===== src/rtl/mem_arbiter.sv =====
// Two-port memory arbiter: data port B preferred, fetch port A protected from starvation.
// Define ARB_LOCK_EN to let B hold ownership across accesses via b_lock.
module mem_arbiter #(
  parameter int STARVE_LIMIT = 4
) (
  input  logic        clk,
  input  logic        rst,
  input  logic        a_req,
  input  logic [31:0] a_addr,
  output logic        a_gnt,
  output logic        a_rvalid,
  input  logic        b_req,
  input  logic        b_lock,
  input  logic [3:0]  b_we,
  input  logic [31:0] b_addr,
  input  logic [31:0] b_wdata,
  output logic        b_gnt,
  output logic        b_rvalid,
  output logic [31:0] rdata,
  output logic        mem_en,
  output logic [3:0]  mem_we,
  output logic [31:0] mem_addr,
  output logic [31:0] mem_wdata,
  input  logic [31:0] mem_rdata
);

  typedef enum logic {ARB, LOCKED} state_t;

  state_t     state;
  logic [3:0] starve_cnt;
  logic       starve_hit;
  logic       locked;

  assign starve_hit = (starve_cnt == 4'(STARVE_LIMIT));

`ifdef ARB_LOCK_EN
  assign locked = (state == LOCKED);
`else
  logic unused_lock;
  assign unused_lock = b_lock;
  assign locked = 1'b0;
`endif

  always_comb begin
    a_gnt = 1'b0;
    b_gnt = 1'b0;
    if (!rst) begin
      if (locked) begin
        b_gnt = b_req;
      end else if (a_req && b_req) begin
        a_gnt = starve_hit;
        b_gnt = !starve_hit;
      end else begin
        a_gnt = a_req;
        b_gnt = b_req;
      end
    end
  end

  assign mem_en    = a_gnt | b_gnt;
  assign mem_we    = b_gnt ? b_we : 4'b0000;
  assign mem_wdata = b_gnt ? b_wdata : 32'h0;
  assign mem_addr  = b_gnt ? b_addr : (a_gnt ? a_addr : 32'h0);
  assign rdata     = mem_rdata;

  always_ff @(posedge clk) begin
    if (rst) begin
      state      <= ARB;
      starve_cnt <= 4'd0;
      a_rvalid   <= 1'b0;
      b_rvalid   <= 1'b0;
    end else begin
      a_rvalid <= a_gnt;
      b_rvalid <= b_gnt && (b_we == 4'b0000);
      // counter is frozen while B owns the memory
      if (!locked) begin
        if (a_gnt || !a_req)
          starve_cnt <= 4'd0;
        else if (b_gnt && !starve_hit)
          starve_cnt <= starve_cnt + 4'd1;
      end
`ifdef ARB_LOCK_EN
      unique case (state)
        ARB: begin
          if (b_gnt && b_lock)
            state <= LOCKED;
        end
        LOCKED: begin
          if ((b_gnt && !b_lock) || (!b_req && !b_lock))
            state <= ARB;
        end
      endcase
`endif
    end
  end

endmodule


===== config.mk =====
export PLATFORM = sky130hd
export DESIGN_NAME = mem_arbiter
export DESIGN_NICKNAME = d
export VERILOG_FILES = /design/src/rtl/mem_arbiter.sv
export SDC_FILE = /design/constraint.sdc
export NUM_CORES = 1
export LEC_CHECK = 0
export ABC_AREA = 1
export BUFFER_PORTS_ARGS = -buffer_cell sky130_fd_sc_hd__buf_2
export CAP_MARGIN = 20
export CORE_AREA = 3 3 92 94
export DETAILED_ROUTE_END_ITERATION = 7
export DIE_AREA = 0 0 95 97
export GPL_ROUTABILITY_DRIVEN = 0
export PLACE_DENSITY = 0.62
export SETUP_SLACK_MARGIN = 0.05
export SLEW_MARGIN = 10
export SYNTH_ARGS = -nofsm -noshare
export SYNTH_HDL_FRONTEND = slang
export SYNTH_SLANG_ARGS = --single-unit

===== constraint.sdc =====
create_clock -name clk -period 4.3 [get_ports clk]
set_clock_uncertainty 0.2 [all_clocks]
set_input_delay 0.43 -clock clk [delete_from_list [all_inputs] [get_ports clk]]
set_output_delay 0.43 -clock clk [all_outputs]
set_load 0.1 [all_outputs]

; Word-level counts from Yosys, hierarchy flattened
; Cells that the tools add are included.
[word_totals]
reg_bits = 6
output_inout_bits = 105
elab_cells = 22
[classes]
addsub = 1
eq_ne = 1
mux = 8
bitwise = 1
n_reduce_logical = 8
[ops]
columns = cell, n
row1 = 32-bit two-way mux, 3
row2 = 4-bit by 1-bit adder with 4-bit output (second input constant), 1
row3 = 4-bit by 3-bit == test with 1-bit output (second input constant), 1
row4 = 4-bit zero test, 1
row5 = 1-bit two-way mux, 4
row6 = 4-bit two-way mux, 1
row7 = 1-bit logical AND, 3
row8 = 1-bit zero test, 2
row9 = 2-bit OR reduction, 1
row10 = 1-bit logical OR, 1
row11 = 1-bit OR, 1

; Logic depth before layout (Yosys ltp)
[logic_depth]
word_depth = 5
depth_mapped = 7
mapped_depth_nobuf = 7

; Worst setup path after synthesis
; Ideal clock, no wire load.
[synth_path]
kind = register to output
startpoint = register starve_cnt[0]
endpoint = output mem_addr[0]
arrival_time_ns = 2.919
required_time_ns = 3.670
setup_slack_ns = 0.751
stages_incl_launch_ff = 7
cell_sequence = dfxtp_1 -> inv_1 -> ha_1 -> nand3_1 -> nand2_1 -> nand2_2 -> o21ai_0
[synth_between]
elab_chain_cells = 5
word_cells_on_any_way = 8
classes_between = 1 x eq/ne / 6 x mux / 1 x reduce/logical
[synth_lines]
columns = element, line_no
row1 = from (decl), 30  ; logic [3:0] starve_cnt;
row2 = from (signal assigned), 80  ; starve_cnt <= starve_cnt + 4'd1;
row3 = 4-bit by 3-bit == test with 1-bit output *, 34  ; assign starve_hit = (starve_cnt == 4'(STARVE_LIMIT));
row4 = 1-bit two-way mux or 1-bit zero test (tied branches), "50, 52"
row5 = "1-bit two-way mux, on equally long branches", "47, 50"
row6 = 32-bit two-way mux or 1-bit two-way mux (tied branches), "63, 47"
row7 = 32-bit two-way mux *, 63  ; assign mem_addr = b_gnt ? b_addr : (a_gnt ? a_addr : 32'h0);
row8 = to (decl), 22  ; output logic [31:0] mem_addr,
; Every way passes the cells marked *; elsewhere a longest branch is shown, timed or not.

; Worst setup path after layout
[layout_path]
startpoint = register starve_cnt[0]
endpoint = output mem_wdata[6]
[layout_between]
elab_chain_cells = 5
[layout_lines]
columns = element, line_no
row1 = 4-bit by 3-bit == test with 1-bit output, 34
row2 = 1-bit zero test, 52  ; b_gnt = !starve_hit;
row3 = 1-bit two-way mux, 50  ; end else if (a_req && b_req) begin
row4 = 1-bit two-way mux, 47  ; if (!rst) begin
row5 = 32-bit two-way mux, 62  ; assign mem_wdata = b_gnt ? b_wdata : 32'h0;
row6 = to (decl), 23  ; output logic [31:0] mem_wdata,
; Every way passes these cells.

==> impl_metrics.toml <==
[synthesis]
synth_ff_type = "dfxtp_1"
ys_types = 16
synth_top_cell_area_share_pct = 20.3
yosysWarnings = 0
synth_edf_count = 0
syn_nets = 392
async_flop_share_pct = 0
seq_area_frac_synth_pct = 8.31
synth_common_cells = "inv_1, nor2_1, nand3_1"
syn_avg_cell_area_sq_um = 5.71
ys_ff_latch = 6
synthCells = 253
syn_area_sq_mm = 0.00145
ys_top_cells_by_area = "inv_1, o21ai_2, buf_4"
synth_area_leader_cell = "inv_1"
synth_most_common_cell = "inv_1"

[floorplan]
boundaryPins = 242
fp.dieH_um = 97
coreArea_sq_mm = 0.00773
die_area_sq_mm = 0.00922
start_util_pct = 18.7
die_w_um = 95
fp-row-count = 32

[sta]
fmax_mhz = 327
max_slew_margin_pct = 41.3
finalSetupViolCount = 0
slew_viol_final = 0
period_share_pct = 71.2
max_slew.worst_pin.slew_ps = 877
period_needed_ps = 3060
rsz0062_at_grt = "false"
hold_violations = 0
tns_ps = 0

[worst_setup_path]
crit_path_top_delay_cell = "nand4_2"
worstSetupEndpointType = "output pin"
cp.arrival_ps = 2430
critPathRequiredTime_ps = 3670
reg2reg_to = "b_rvalid"
critPathBufInv = 3
worst-r2r-cell-count = 6
worstSetupStartpointType = "flop"
path_cells = "inv_1 -> ha_1 -> nand4_2 -> nand2_1 -> buf_4 -> nor2_1 -> buf_2"
slowest_delay_ps = 660
path_class = "reg -> out"
critPathTopFamily = "simple AND/OR/NAND/NOR gates"
rrSetupSlack_ps = 2090
cp_max_fo = 38
r2r_start = "starve_cnt[0]"

[power_and_ir_drop]
power_frac_comb_pct = 73.0
seqPwrFrac_pct = 10.8
ir_drop_mv = 0.110
leakagePower_nw = 1.53
swShare_pct = 63.7
p_clk_share_pct = 16.2
cellPowerDensity_mw_per_mm2 = 246
p_int_uw = 193
p_switching_uw = 338

[finish]
n_antenna_cell = 0
layout.nets = 529
area_growth_pct = 49.4
postLayoutCellArea_sq_mm = 0.00216
layout-drive-gt1-share_pct = 54.4
nFillCells = 882

[clock_tree]
postCtsSetupRepairBufs = 0
cts_root_buffer = "clkbuf_8"
clock_latency_ps = 220
cts_resized = 0
clk_pin_slew_ps = 40
hold_buffers = 0
cts_buffers = 3
cts_buffer_depth = 2
clock_sinks = 6
h-tree-depth = 1
cts_tree = "done"

[grt]
grt_pass1_vias = 1735
grt_usage_pct = 9.67
grtUsageMet2_pct = 20.3
antenna_found_initial = 0
grt_overflow = 0
grt_util_met3_pct = 2.49
grt_max_degree = 39
use_met1_pct = 8.54
grt_busiest_layer = "met2"
grt_pass1_wl_um = 7330

[detailed_routing]
drcViolationCount = 0
wirelength_um = 5110
ant_nets = 0
vias = 1898
drtIter0Drc = 9
wl_per_cell_um = 10.4
drt_pre_antenna_iters = 4
vias_per_cell = 3.87

[min_path]
worstHoldPathType = "in -> reg"
hp-start = "b_we[3]"
min_path_cells = 2
hold_path_end = "b_rvalid"

[run]
cap_violations = 0

[place]
numPortBuffers = 176
hpwl_um = 4450
placed_area_sq_mm = 0.00212

[outcome]
status = "complete, no violations"
-- routing by layer --
layer / part of all wire [%] / wire, um
met5: 0 / 0
met4: 1.1 / 57
met3: 14 / 690
met2: 53 / 2690
met1: 33 / 1670
-- worst register-to-register path, cell delays in order (launching register included) --
cell and delay (ps):
dfxtp_1 330, inv_1 60, ha_1 170, nand4_2 660
nand2_1 220, buf_4 360, nor3_1 80
-- power groups by stage --
| stage | registers, mW | clock network (mW) | logic [mW] |
|---|---|---|---|
| 3_3_place_gp | 0.0583 | 0 | 0.386 |
| 2_1_floorplan | 0.0617 | 0 | 0.447 |
| 5_1_grt | 0.0576 | 0.0933 | 0.407 |
| 3_5_place_dp | 0.0583 | 0 | 0.390 |
| 4_1_cts | 0.0574 | 0.0915 | 0.390 |
| 6_report | 0.0575 | 0.0861 | 0.387 |
-- registers in the layout, summed over array words and instances (netlist names) --
name	cells
a_rvalid	1
b_rvalid	1
starve_cnt	4
-- layout make-up --
class                           instances  area [sq um]  area share, %
Sequential cell                         6           120           5.56
Tap cell                              102           128           5.91
Clock buffer                            3          41.3           1.91
Timing Repair Buffer                  177           888           41.1
Multi-Input combinational cell        123           686           31.7
Inverter                               79           297           13.7
-- logic make-up after synthesis --
| logic type | synth area share (%) |
|---|---|
| AND/OR/NAND/NOR | 26.8 |
| AO/OA/AOI/OAI | 18.4 |
| adder cells (fa/ha/maj) | 1.73 |
| buffers and inverters | 44.2 |
| XOR/XNOR | 0.606 |
| flip-flops | 8.31 |
-- worst max path at each step --
stage	start	slack, ps	depth (start not counted)	endpoint
after global routing	starve_cnt[0]	970	7	mem_wdata[6]
after floorplan	starve_cnt[0]	750	6	mem_addr[0]
after detailed placement	starve_cnt[0]	1400	7	mem_wdata[6]
after global placement	starve_cnt[0]	1480	7	mem_wdata[9]
final	starve_cnt[0]	1240	7	mem_wdata[6]
after CTS	starve_cnt[0]	1160	7	mem_wdata[6]
-- placed cells by master (no fill, tap or decap), types with 2 or more instances in the layout --
cell type / count
ha_1: 2
o21ai_0: 4
nor2_1: 43
clkbuf_8: 3
o21ai_2: 28
dfxtp_1: 6
buf_2: 176
nand3_1: 35
inv_1: 78
nand2_1: 7
-- through the flow --
stage	worst slack [ps]	hold slack [ps]	util (%)	power (mW)	std cells
after floorplan	751	230	-	0.509	253
after global placement	1480	244	27.4	0.445	487
after detailed placement	1400	257	27.4	0.448	487
after CTS	1160	173	27.9	0.539	490
after global routing	973	188	27.9	0.557	490
final	1240	179	27.9	0.531	490
Note: power is estimated with default switching activity, not from simulation.
